**src/rtl/queue_fill_controller.sv**
```systemverilog
// Packs a valid/ready word stream into 4-word write bursts and runs the circular queue pointers.
// Optional feature macro: QUEUE_PARTIAL_FLUSH_EN (adds in_last to flush a partial group).
module queue_fill_controller #(
  parameter int ADDR_W = 5,
  parameter int DATA_W = 32
) (
  input  logic              clk,
  input  logic              rst_n,
  input  logic              in_valid,
  input  logic [DATA_W-1:0] in_data,
`ifdef QUEUE_PARTIAL_FLUSH_EN
  input  logic              in_last,
`endif
  output logic              in_ready,
  output logic              wr_en,
  output logic [ADDR_W-1:0] wr_addr0,
  output logic [ADDR_W-1:0] wr_addr1,
  output logic [ADDR_W-1:0] wr_addr2,
  output logic [ADDR_W-1:0] wr_addr3,
  output logic [DATA_W-1:0] wr_data0,
  output logic [DATA_W-1:0] wr_data1,
  output logic [DATA_W-1:0] wr_data2,
  output logic [DATA_W-1:0] wr_data3,
  input  logic              rd_req,
  output logic              rd_grant,
  output logic              rd_en,
  output logic [ADDR_W-1:0] rd_addr,
  output logic [ADDR_W:0]   count,
  output logic              full,
  output logic              empty
);

  localparam int DEPTH = 2 ** ADDR_W;
  localparam logic [ADDR_W:0] FULL_LIMIT = (ADDR_W + 1)'(DEPTH - 4);
  localparam logic [ADDR_W:0] CNT_GROUP  = (ADDR_W + 1)'(4);
  localparam logic [ADDR_W:0] CNT_ONE    = (ADDR_W + 1)'(1);
  localparam logic [ADDR_W:0] CNT_ZERO   = (ADDR_W + 1)'(0);

  typedef enum logic [0:0] {
    FILL   = 1'b0,
    COMMIT = 1'b1
  } state_t;

  state_t              state_r;
  logic [1:0]          idx_r;
  logic [DATA_W-1:0]   lane_r    [4];
  logic [ADDR_W-1:0]   head_r;
  logic [ADDR_W-1:0]   tail_r;
  logic [ADDR_W:0]     count_r;
  logic                wr_en_r;
  logic [ADDR_W-1:0]   wr_addr_r [4];
  logic [DATA_W-1:0]   wr_data_r [4];
  logic                rd_en_r;
  logic [ADDR_W-1:0]   rd_addr_r;

  logic                accept_s;
  logic                commit_s;
  logic                last_s;
  logic [ADDR_W:0]     count_next_s;

`ifdef QUEUE_PARTIAL_FLUSH_EN
  assign last_s = in_last;
`else
  assign last_s = 1'b0;
`endif

  assign in_ready = (state_r == FILL);
  assign full     = (count_r > FULL_LIMIT);
  assign empty    = (count_r == CNT_ZERO);
  assign rd_grant = rd_req & ~empty;
  assign accept_s = in_valid & in_ready;
  // full is judged on the current count, so a same-cycle read never enables a commit
  assign commit_s = (state_r == COMMIT) & ~full;
  assign count_next_s = count_r + (commit_s ? CNT_GROUP : CNT_ZERO) - (rd_grant ? CNT_ONE : CNT_ZERO);

  assign wr_en    = wr_en_r;
  assign wr_addr0 = wr_addr_r[0];
  assign wr_addr1 = wr_addr_r[1];
  assign wr_addr2 = wr_addr_r[2];
  assign wr_addr3 = wr_addr_r[3];
  assign wr_data0 = wr_data_r[0];
  assign wr_data1 = wr_data_r[1];
  assign wr_data2 = wr_data_r[2];
  assign wr_data3 = wr_data_r[3];
  assign rd_en    = rd_en_r;
  assign rd_addr  = rd_addr_r;
  assign count    = count_r;

  // Packing FSM, queue pointers and registered memory command outputs
  always_ff @(posedge clk or negedge rst_n) begin
    if (!rst_n) begin
      state_r   <= FILL;
      idx_r     <= 2'd0;
      head_r    <= {ADDR_W{1'b0}};
      tail_r    <= {ADDR_W{1'b0}};
      count_r   <= CNT_ZERO;
      wr_en_r   <= 1'b0;
      rd_en_r   <= 1'b0;
      rd_addr_r <= {ADDR_W{1'b0}};
      for (int j = 0; j < 4; j++) begin
        lane_r[j]    <= {DATA_W{1'b0}};
        wr_addr_r[j] <= {ADDR_W{1'b0}};
        wr_data_r[j] <= {DATA_W{1'b0}};
      end
    end else begin
      wr_en_r <= commit_s;
      rd_en_r <= rd_grant;
      count_r <= count_next_s;
      if (rd_grant) begin
        rd_addr_r <= head_r;
        head_r    <= head_r + ADDR_W'(1);
      end
      case (state_r)
        FILL: begin
          if (accept_s) begin
            lane_r[idx_r] <= in_data;
            // a flushed partial group is zero-padded in the lanes above the last word
            for (int j = 0; j < 4; j++) begin
              if (last_s && (j > int'(idx_r))) begin
                lane_r[j] <= {DATA_W{1'b0}};
              end
            end
            idx_r <= idx_r + 2'd1;
            if ((idx_r == 2'd3) || last_s) begin
              state_r <= COMMIT;
            end
          end
        end
        COMMIT: begin
          if (commit_s) begin
            for (int j = 0; j < 4; j++) begin
              wr_addr_r[j] <= tail_r + ADDR_W'(j);
              wr_data_r[j] <= lane_r[j];
            end
            tail_r  <= tail_r + ADDR_W'(4);
            idx_r   <= 2'd0;
            state_r <= FILL;
          end
        end
        default: begin
          state_r <= FILL;
          idx_r   <= 2'd0;
        end
      endcase
    end
  end

endmodule

```
**config.mk**
```make
export PLATFORM = sky130hd
export DESIGN_NAME = queue_fill_controller
export DESIGN_NICKNAME = d
export VERILOG_FILES = /design/src/rtl/queue_fill_controller.sv
export SDC_FILE = /design/constraint.sdc
export NUM_CORES = 1
export LEC_CHECK = 0
export CAP_MARGIN = 20
export CORE_ASPECT_RATIO = 0.5
export CORE_MARGIN = 5
export CORE_UTILIZATION = 40
export CTS_CLUSTER_SIZE = 24
export DETAILED_ROUTE_END_ITERATION = 6
export HOLD_SLACK_MARGIN = 0.06
export PLACE_DENSITY = 0.66
export SYNTH_ARGS = -nofsm -noshare
export SYNTH_HDL_FRONTEND = slang
export SYNTH_SLANG_ARGS = --single-unit
```
**constraint.sdc**
```tcl
create_clock -name clk -period 2.3 [get_ports clk]
set_input_delay 0.46 -clock clk [delete_from_list [all_inputs] [get_ports clk]]
set_output_delay 0.46 -clock clk [all_outputs]
set_load 0.05 [all_outputs]
```
Word-level counts from Yosys, hierarchy flattened:

Index checks and enable logic that the tools add are counted.

* input bits: 36
* flip-flop bits (word level): 302

* reductions and logical operators: 5
* $add $sub $neg: 8
* equal/unequal tests: 3
* muxes and demuxes: 12
* bitwise logic cells: 7
* magnitude comparators: 3

Operator list (number)
* $bwmux W128: 1
* $demux W32 S2: 1
* $mux W32: 1
* $add A5 B1 Y5 const B: 2
* $add A5 B2 Y5 const B: 2
* $add A6 B3 Y6: 1
* $gt A6 B5 Y1 const B: 1
* $logic_not A6 Y1: 1
* $reduce_and A2 Y1: 3
* $sub A6 B1 Y6: 1
* $add A5 B3 Y5 const B: 1
* $mux W1: 4
* $mux W2: 2
* $ne A2 B1 Y1 const B: 2
* $pmux W2 S2: 1
* $and A1 B1 Y1: 3
* $ge A3 B3 Y1 const B: 1
* $lt A3 B1 Y1 const B: 1
* $mux W3: 1
* $not A1 Y1: 3
* $not A2 Y3: 1
* $add A2 B1 Y2 const B: 1
* $eq A2 B2 Y1 const B: 1
* $pmux W1 S2: 1
* $logic_and A1 B1 Y1: 1

Depth between registers and ports, before layout:

Gate-level depths: netlist of run 1.

* word-level depth: 6
* depth in mapped cells: 13

Least setup slack after synthesis of run 1:

Ideal clock, no wire load.

* kind: reg-to-reg
* start point: register count_r[5] (netlist: count[5])
* end point: register count_r[5] (netlist: count[5])
* buffers on the path: 2
* cell stages (with the launch flop): 14
* period minus slack after synthesis: 2832 ps
* path slack: -532 ps
* arrival time: 2704 ps
* library setup time: 128 ps
* cell sequence: dfrtp_1 -> inv_1 -> ha_1 -> nand3_1 -> nor3_2 -> a31oi_1 -> buf_6 -> buf_2 -> ha_1 -> fa_1 -> inv_1 -> a21o_1 -> a21oi_1 -> xor2_1

* word-level cells in the longest chain between the ends: 6

RTL lines
* start: declaration: RTL line 49 `logic [ADDR_W:0] count_r;`
* start signal: assignment: RTL line 108 `count_r <= count_next_s;`
* $gt A6 B5 Y1: RTL line 68 `assign full = (count_r > FULL_LIMIT);`
* $not A1 Y1: RTL line 73 `assign commit_s = (state_r == COMMIT) & ~full;`
* $and A1 B1 Y1: RTL line 73
* $mux W3: RTL line 74 `assign count_next_s = count_r + (commit_s ? CNT_GROUP : CNT_ZERO) - (rd_grant ? CNT_ONE : CNT_ZERO);`
* $add A6 B3 Y6: RTL line 74
* $sub A6 B1 Y6 *: RTL line 74
* named net count_next_s[5]: RTL line 59 `logic [ADDR_W:0] count_next_s;`

Mark *: on every way through the listed nets, which the timed path passes. The rest lies on a longest branch.
A chain may end at the register's enable or synchronous reset.

Final worst setup path of run 1:

* start point: register count_r[4] (netlist: count[4])
* end point: output count[4]

RTL lines
* end: declaration: RTL line 28 `output logic [ADDR_W:0] count,`

No word-level cell between the ends.

==> results of run 1 <==
-- what timing repair did --
action | CTS | global route
setup endpoints to repair | 4 | 77
setup buffers | 0 | 5
cloned | 0 | 0
hold buffers | 1 | 0
hold endpoints to repair | 60 | 0
gates resized for setup | 7 | 10
pin swaps | 0 | 5
-- per-layer routing --
metal  share of wire [%]  up-vias  wire length (um)
met1                  43     3176              9920
met5                   0        -                 0
met3                 2.7       39               635
met2                  52       66             12200
met4                 2.2        0               507
li1                    -     2718                 -
-- sequential cells by signal, summed over array words and instances (netlist names) --
name and count:
wr_data0 32, wr_data3 32, state_r 1, wr_addr1 1
count 6, lane_r 128, idx_r 2, wr_en 1
tail_r 3, wr_addr3 3, wr_data1 32, head_r 5
rd_en 1, wr_data2 32, rd_addr 5
-- placed cells by master, fill, tap and decap left out, types with 2 or more instances in the layout --
master / count
sky130_fd_sc_hd__bufinv_16: 2
sky130_fd_sc_hd__ha_2: 2
sky130_fd_sc_hd__buf_4: 14
sky130_fd_sc_hd__inv_1: 13
sky130_fd_sc_hd__ha_1: 9
sky130_fd_sc_hd__conb_1: 4
sky130_fd_sc_hd__a21oi_2: 2
sky130_fd_sc_hd__clkinv_2: 5
sky130_fd_sc_hd__inv_2: 3
sky130_fd_sc_hd__xor2_1: 2
sky130_fd_sc_hd__nand2_1: 4
sky130_fd_sc_hd__dlygate4sd2_1: 2
sky130_fd_sc_hd__ha_4: 3
sky130_fd_sc_hd__clkdlybuf4s50_1: 185
sky130_fd_sc_hd__dfrtp_1: 278
sky130_fd_sc_hd__clkbuf_8: 9
sky130_fd_sc_hd__nand4_1: 2
sky130_fd_sc_hd__dlymetal6s2s_1: 5
sky130_fd_sc_hd__mux2_4: 40
sky130_fd_sc_hd__clkbuf_1: 2
sky130_fd_sc_hd__buf_12: 13
sky130_fd_sc_hd__a21o_1: 2
sky130_fd_sc_hd__clkinvlp_4: 2
sky130_fd_sc_hd__nand2_2: 4
sky130_fd_sc_hd__clkbuf_16: 26
sky130_fd_sc_hd__mux2_2: 226
sky130_fd_sc_hd__xnor2_1: 7
sky130_fd_sc_hd__dfrtp_2: 6
-- area by class of cell --
type                    count  area (um^2)
fillers                  2224        12800
flip-flops and latches    284         7110
multi-input cells         324         3740
repair buffers            223         2360
clock buffers              37          782
well taps                 382          478
clock inverters             9          109
inverters                  18         73.8
-- per-stage QoR --
step	setup WS, ps	instance area [um^2]
finish	56.7	14700
global route	-15.5	14700
CTS	-13.6	14600
detailed placement	-90.7	13700
global placement	-30.7	13700
floorplan	-72.5	11200
-- worst max-delay path by stage --
| stage | slack [ps] | start | end |
|---|---|---|---|
| after CTS | -10 | count[5]$_DFF_PN0_ | full |
| after detailed placement | -90 | rd_req | count[5]$_DFF_PN0_ |
| after global routing | -20 | count[2]$_DFF_PN0_ | rd_grant |
| after floorplan | -70 | count[5]$_DFF_PN0_ | count[5]$_DFF_PN0_ |
| final | 60 | count[4]$_DFF_PN0_ | count[4] |
| after global placement | -30 | rd_req | count[5]$_DFF_PN0_ |
-- cell families (layout without fill, tap and decap cells) --
logic type | Yosys count | count (layout)
AOI/OAI and AO/OA | 8 | 8
muxes | 268 | 268
xor gates and xnor gates | 9 | 9
buffers and inverters | 63 | 287
DFF | 284 | 284
and+or+nand+nor | 20 | 20
other | 1 | 4
adders and majority gates | 15 | 15
==> flow_summary.yaml, run 1 <==
outcome:
  run_status: "finished, final reports clean"
sta:
  finalCriticalPeriod_ps: 2240
  timing.setup.tns_ps: 0
  setup-violations-final: 0
  hold_slack_ps: 453
  hold_viol_final: 0
  setup_repair_after_global_routing_missed_its_margin: "true"
  slew_headroom_pct: 61.1
  finClkSkew_ps: 21.3
  maxSlewViolCount: 0
  share_of_the_clock_period_used_by_the_worst_path_pct: 97.5
  clock.fmax_ghz: 0.446
  tightest_slew_ps: 582
clock_network:
  tritoncts_clock_tree: "yes"
  cts-root-buf: "sky130_fd_sc_hd__clkbuf_16"
  cts_buffer_depth: 3
  clkSlewWorstSetupHoldPaths_ps: 70
  clock_sinks: 284
  worstSkewPairLatency_ps: 550
  cts.htree.levels: 1
  tritoncts.num_buffers: 26
worst_setup_path:
  path_max_fanout: 3
  reg2reg_slack_ps: 90
  cp.arrival_ps: 1780
  slowest_stage: "sky130_fd_sc_hd__clkdlybuf4s50_1"
  crit_path_end_kind: "output pin"
  worstPathCellList: "clkdlybuf4s50_1"
  r2r_cells: 7
  critical_path.startpoint_type: "flop"
  path_delay_family: "buffers and inverters"
  timing.critical_path.slowest_cell_delay_ps: 850
  worstReg2RegEnd: "wr_data1[2]$_DFFE_PN0P_"
  worst_ep_required_time_ps: 1840
  worst-path-stages: 1
  cp.buffers_inverters: 1
  setup.worst_path.class: "flop to output pin"
  r2r_start: "count[3]$_DFF_PN0_"
floorplan:
  chipWidth_um: 245
  num_io_pins: 201
  starting_density_of_the_core_pct: 40.3
  core-area_mm2: 0.0275
  core.rowCount: 43
  design.die.area_mm2: 0.0313
  dieHeight_um: 128
synth:
  muxShareOfSynthArea_pct: 28.6
  synth.yosys.warnings: 0
  mappedNetlistArea_mm2: 0.0111
  post_synth_and_or_nand_nor_area_fraction_pct: 0.938
  post_synth_main_area_contributors: "sky130_fd_sc_hd__dfrtp_1 64%, sky130_fd_sc_hd__mux2_2 23%, sky130_fd_sc_hd__mux2_4 5.4%"
  synth.most_common_cell: "sky130_fd_sc_hd__dfrtp_1"
  ys_dominant_reg_cell: "sky130_fd_sc_hd__dfrtp_1"
  synthesized_area_fraction_occupied_by_ao_oa_aoi_and_oai_cells_pct: 0.463
  synth.top_cells.by_count: "284 x sky130_fd_sc_hd__dfrtp_1, 226 x sky130_fd_sc_hd__mux2_2, 40 x sky130_fd_sc_hd__mux2_4"
  synth_xor_area_share_pct: 0.712
  synth.ff_latch_count: 284
  count_of_cell_types_in_the_netlist: 29
  synth_edf_count: 0
  yosys.area_share.adder_pct: 1.76
  syn-instance-count: 668
  synth_area_per_inst_um2: 16.6
  synthDominantAreaCellType: "sky130_fd_sc_hd__dfrtp_1"
  proportion_of_netlist_area_held_by_the_largest_area_contributor_pct: 64.2
  synth_top_family_by_area: "multiplexers"
  synth_sequential_area_ratio_pct: 64.2
  asyncSetResetFlopFracSynth_pct: 100
routing:
  drt-initial-drc-count: 285
  routed_wirelength_um: 23300
  routedWlPerCell_um: 18.2
  firstDrtPassIters: 4
  via_per_inst: 4.70
  drt_drc_violations_left: 0
  via_count: 5999
  antenna_violating_nets_post_route: 0
layout:
  antennaDiodeCount: 0
  layout-drive-gt1-share_pct: 41.3
  synthToLayoutAreaGrowth_pct: 32.4
  stdcell_count: 1277
  finalCoreUtilization_pct: 53.3
  nNetsFinal: 928
global_route:
  globalRoute.totalOverflow: 0
  grt_util_met2_pct: 26.9
  grtUsageMet1_pct: 19.5
  grt_antenna_before_repair: 0
  grt_pass1_wl_um: 37900
  grt_util_all_layers_pct: 15.1
  grt.busiest_layer: "met2"
  largest_net_degree_at_the_start_of_global_routing: 68
  gr-usage-met3_pct: 2.79
  grt_pass1_vias: 6550
placed_design:
  placement.io_buffers: 196
  gp_routability_congestion: 0.711
  dp_hpwl_um: 15800
  placedCellCount: 1225
run:
  cap_viol_max_count: 0
min_path:
  hold_path.class: "input pin to asynchronous set/reset pin"
Power of run 1 is not shown: default switching activity piles up to over one toggle a cycle in this logic, so the estimate is an artifact.
==> run 2, diff against run 1 <==
--- a/config.mk
+++ b/config.mk
@@ -12,7 +12,6 @@
 export CTS_CLUSTER_SIZE = 24
 export DETAILED_ROUTE_END_ITERATION = 6
 export HOLD_SLACK_MARGIN = 0.06
-export PLACE_DENSITY = 0.66
 export SYNTH_ARGS = -nofsm -noshare
 export SYNTH_HDL_FRONTEND = slang
 export SYNTH_SLANG_ARGS = --single-unit
==> constraint.sdc (replaced) <==
create_clock -name clk -period 2.4 [get_ports clk]
set_input_delay 0.48 -clock clk [delete_from_list [all_inputs] [get_ports clk]]
set_output_delay 0.48 -clock clk [all_outputs]
set_load 0.05 [all_outputs]
==> run 2 against run 1 <==
  * Worst hold slack lost 9.3 ps
  * Clock-buffer cell count up 3
  * Register-to-register slack improved by 80 ps
  * Cell count shrank 0.39%
  * Sequential cell count is the same
  * Critical path depth grew 5
  * Global-route usage down 0.34 points
  * First-iteration DRC count up 2.1%
  * Die area is the same
  * Via count shrank 1.4%
  * Critical endpoint is now full
  * Worst setup slack better by 52 ps
  * Critical path type unchanged
==> flow_summary.yaml, run 2 (synthesis results as in run 1) <==
floorplan:
  chipWidth_um: 245
  core.rowCount: 43
  starting_density_of_the_core_pct: 40.3
  dieHeight_um: 128
  design.die.area_mm2: 0.0313
  core-area_mm2: 0.0275
  num_io_pins: 201
clock_network:
  clock_sinks: 284
  tritoncts_clock_tree: "yes"
  tritoncts.num_buffers: 26
  cts.htree.levels: 1
  clkSlewWorstSetupHoldPaths_ps: 60
  worstSkewPairLatency_ps: 530
  cts-root-buf: "sky130_fd_sc_hd__clkbuf_16"
  cts_buffer_depth: 3
layout:
  stdcell_area_mm2: 0.0145
  antennaDiodeCount: 0
  nNetsFinal: 923
  fill_cells: 2281
  layout_common_cells: "278 x sky130_fd_sc_hd__dfrtp_1, 226 x sky130_fd_sc_hd__mux2_2, 191 x sky130_fd_sc_hd__clkdlybuf4s50_1, 40 x sky130_fd_sc_hd__mux2_4, 27 x sky130_fd_sc_hd__clkbuf_16"
  finalCoreUtilization_pct: 52.9
  largest_register_ffs: 128
  top_reg_by_flops: "lane_r"
  most_common_cell_after_layout_fill_and_taps_aside: "sky130_fd_sc_hd__dfrtp_1"
  layout-drive-gt1-share_pct: 39.7
  synthToLayoutAreaGrowth_pct: 31.3
sta:
  maxSlewViolCount: 0
  finalCriticalPeriod_ps: 2290
  slew_headroom_pct: 60.3
  tightest_slew_ps: 594
  share_of_the_clock_period_used_by_the_worst_path_pct: 95.5
  finClkSkew_ps: 10.1
  timing.setup.tns_ps: 0
  hold_viol_final: 0
  clock.fmax_ghz: 0.436
  setup-violations-final: 0
  setup_repair_after_global_routing_missed_its_margin: "false"
global_route:
  largest_net_degree_at_the_start_of_global_routing: 75
  globalRoute.totalOverflow: 0
  grt_util_all_layers_pct: 14.8
  grt_antenna_before_repair: 0
  grt_pass1_wl_um: 37100
  grt_pass1_vias: 6467
worst_setup_path:
  path_max_fanout: 3
  worst_ep_required_time_ps: 1920
  cp.arrival_ps: 1810
  critical_path.startpoint_type: "flop"
  setup.worst_path.class: "flop to output pin"
  crit_path_end_kind: "output pin"
  reg2reg_slack_ps: 170
routing:
  via_per_inst: 4.65
  routedWlPerCell_um: 18.1
  via_count: 5918
  routed_wirelength_um: 23000
  drt-initial-drc-count: 291
  antenna_violating_nets_post_route: 0
  firstDrtPassIters: 4
  drt_drc_violations_left: 0
placed_design:
  placement.io_buffers: 196
  dp_hpwl_um: 15600
  postPlaceCellArea_mm2: 0.0136
  gp_routability_congestion: 0.744
run:
  cap_viol_max_count: 0
outcome:
  run_status: "finished, final reports clean"
min_path:
  hold_path.class: "input pin to asynchronous set/reset pin"
run 2: changes by cell type in the layout (fill, tap and decap cells not counted), moves of 2 or more:
cell,previous run,this run
sky130_fd_sc_hd__clkbuf_1,2,8
sky130_fd_sc_hd__clkdlybuf4s50_1,185,191
sky130_fd_sc_hd__dlymetal6s2s_1,5,0
sky130_fd_sc_hd__buf_4,14,10
sky130_fd_sc_hd__clkbuf_8,9,5
sky130_fd_sc_hd__clkinv_2,5,2
sky130_fd_sc_hd__ha_1,9,12
sky130_fd_sc_hd__bufinv_16,2,4
sky130_fd_sc_hd__ha_4,3,1
sky130_fd_sc_hd__inv_1,13,15
run 2: stage by stage:
| stage | hold slack, ps | setup WS, ps | std cells |
|---|---|---|---|
| 2_1_floorplan | 184 | 0.729 | 671 |
| 3_3_place_gp | 402 | 70.9 | 1224 |
| 3_5_place_dp | 409 | 20.2 | 1224 |
| 4_1_cts | 432 | 8.14 | 1272 |
| 5_1_grt | 465 | 12.8 | 1272 |
| 6_report | 444 | 109 | 1272 |
run 2: area by class of cell:
type,count,area [um^2],area share (%)
Multi-Input combinational cell,324,3680,25.3
Sequential cell,284,7110,48.9
Tap cell,382,478,3.29
Inverter,18,71.3,0.490
Clock inverter,6,130,0.895
Timing Repair Buffer,218,2290,15.8
Clock buffer,40,774,5.33
run 2: final timing paths:
path	start	end	cells after the start
setup / recovery	count[5]$_DFF_PN0_	full	6
hold / removal	rst_n	rd_addr[2]$_DFFE_PN0P_	2
setup reg to reg	count[5]$_DFF_PN0_	wr_data3[22]$_DFFE_PN0P_	7
hold reg to reg	head_r[4]$_DFFE_PN0P_	head_r[4]$_DFFE_PN0P_	1
max in group asynchronous	rst_n	wr_data3[17]$_DFFE_PN0P_	3
min in group clk	head_r[4]$_DFFE_PN0P_	head_r[4]$_DFFE_PN0P_	1
run 2: timing repair:
item	4_1_cts	5_1_grt
resized for setup	2	3
hold buffers	1	0
buffers inserted	1	0
endpoints found under the hold margin	37	0
setup endpoints to repair	2	23
run 2: layer usage:
metal	global-route usage (%)	routed length, um
met4	3.66	491
met3	2.79	669
met2	26.2	12000
met1	18.9	9770
met5	0	0
run 2: worst max-delay path: stages (launching register included):
cell and delay [ps]:
sky130_fd_sc_hd__dfrtp_2 430, sky130_fd_sc_hd__inv_2 90, sky130_fd_sc_hd__ha_2 190, sky130_fd_sc_hd__nand3_4 110, sky130_fd_sc_hd__mux2i_2 230, sky130_fd_sc_hd__inv_2 90
sky130_fd_sc_hd__buf_12 150
Power of run 2 is left out for the same reason.
==> run 3, diff against run 2 <==
--- a/config.mk
+++ b/config.mk
@@ -11,7 +11,7 @@
 export CORE_UTILIZATION = 40
 export CTS_CLUSTER_SIZE = 24
 export DETAILED_ROUTE_END_ITERATION = 6
-export HOLD_SLACK_MARGIN = 0.06
+export HOLD_SLACK_MARGIN = 0.05
 export SYNTH_ARGS = -nofsm -noshare
 export SYNTH_HDL_FRONTEND = slang
 export SYNTH_SLANG_ARGS = --single-unit
==> results of run 3 <==
No change in the layout: final DEF, timing and power equal those of run 2.
Power of run 3 is left out for the same reason.
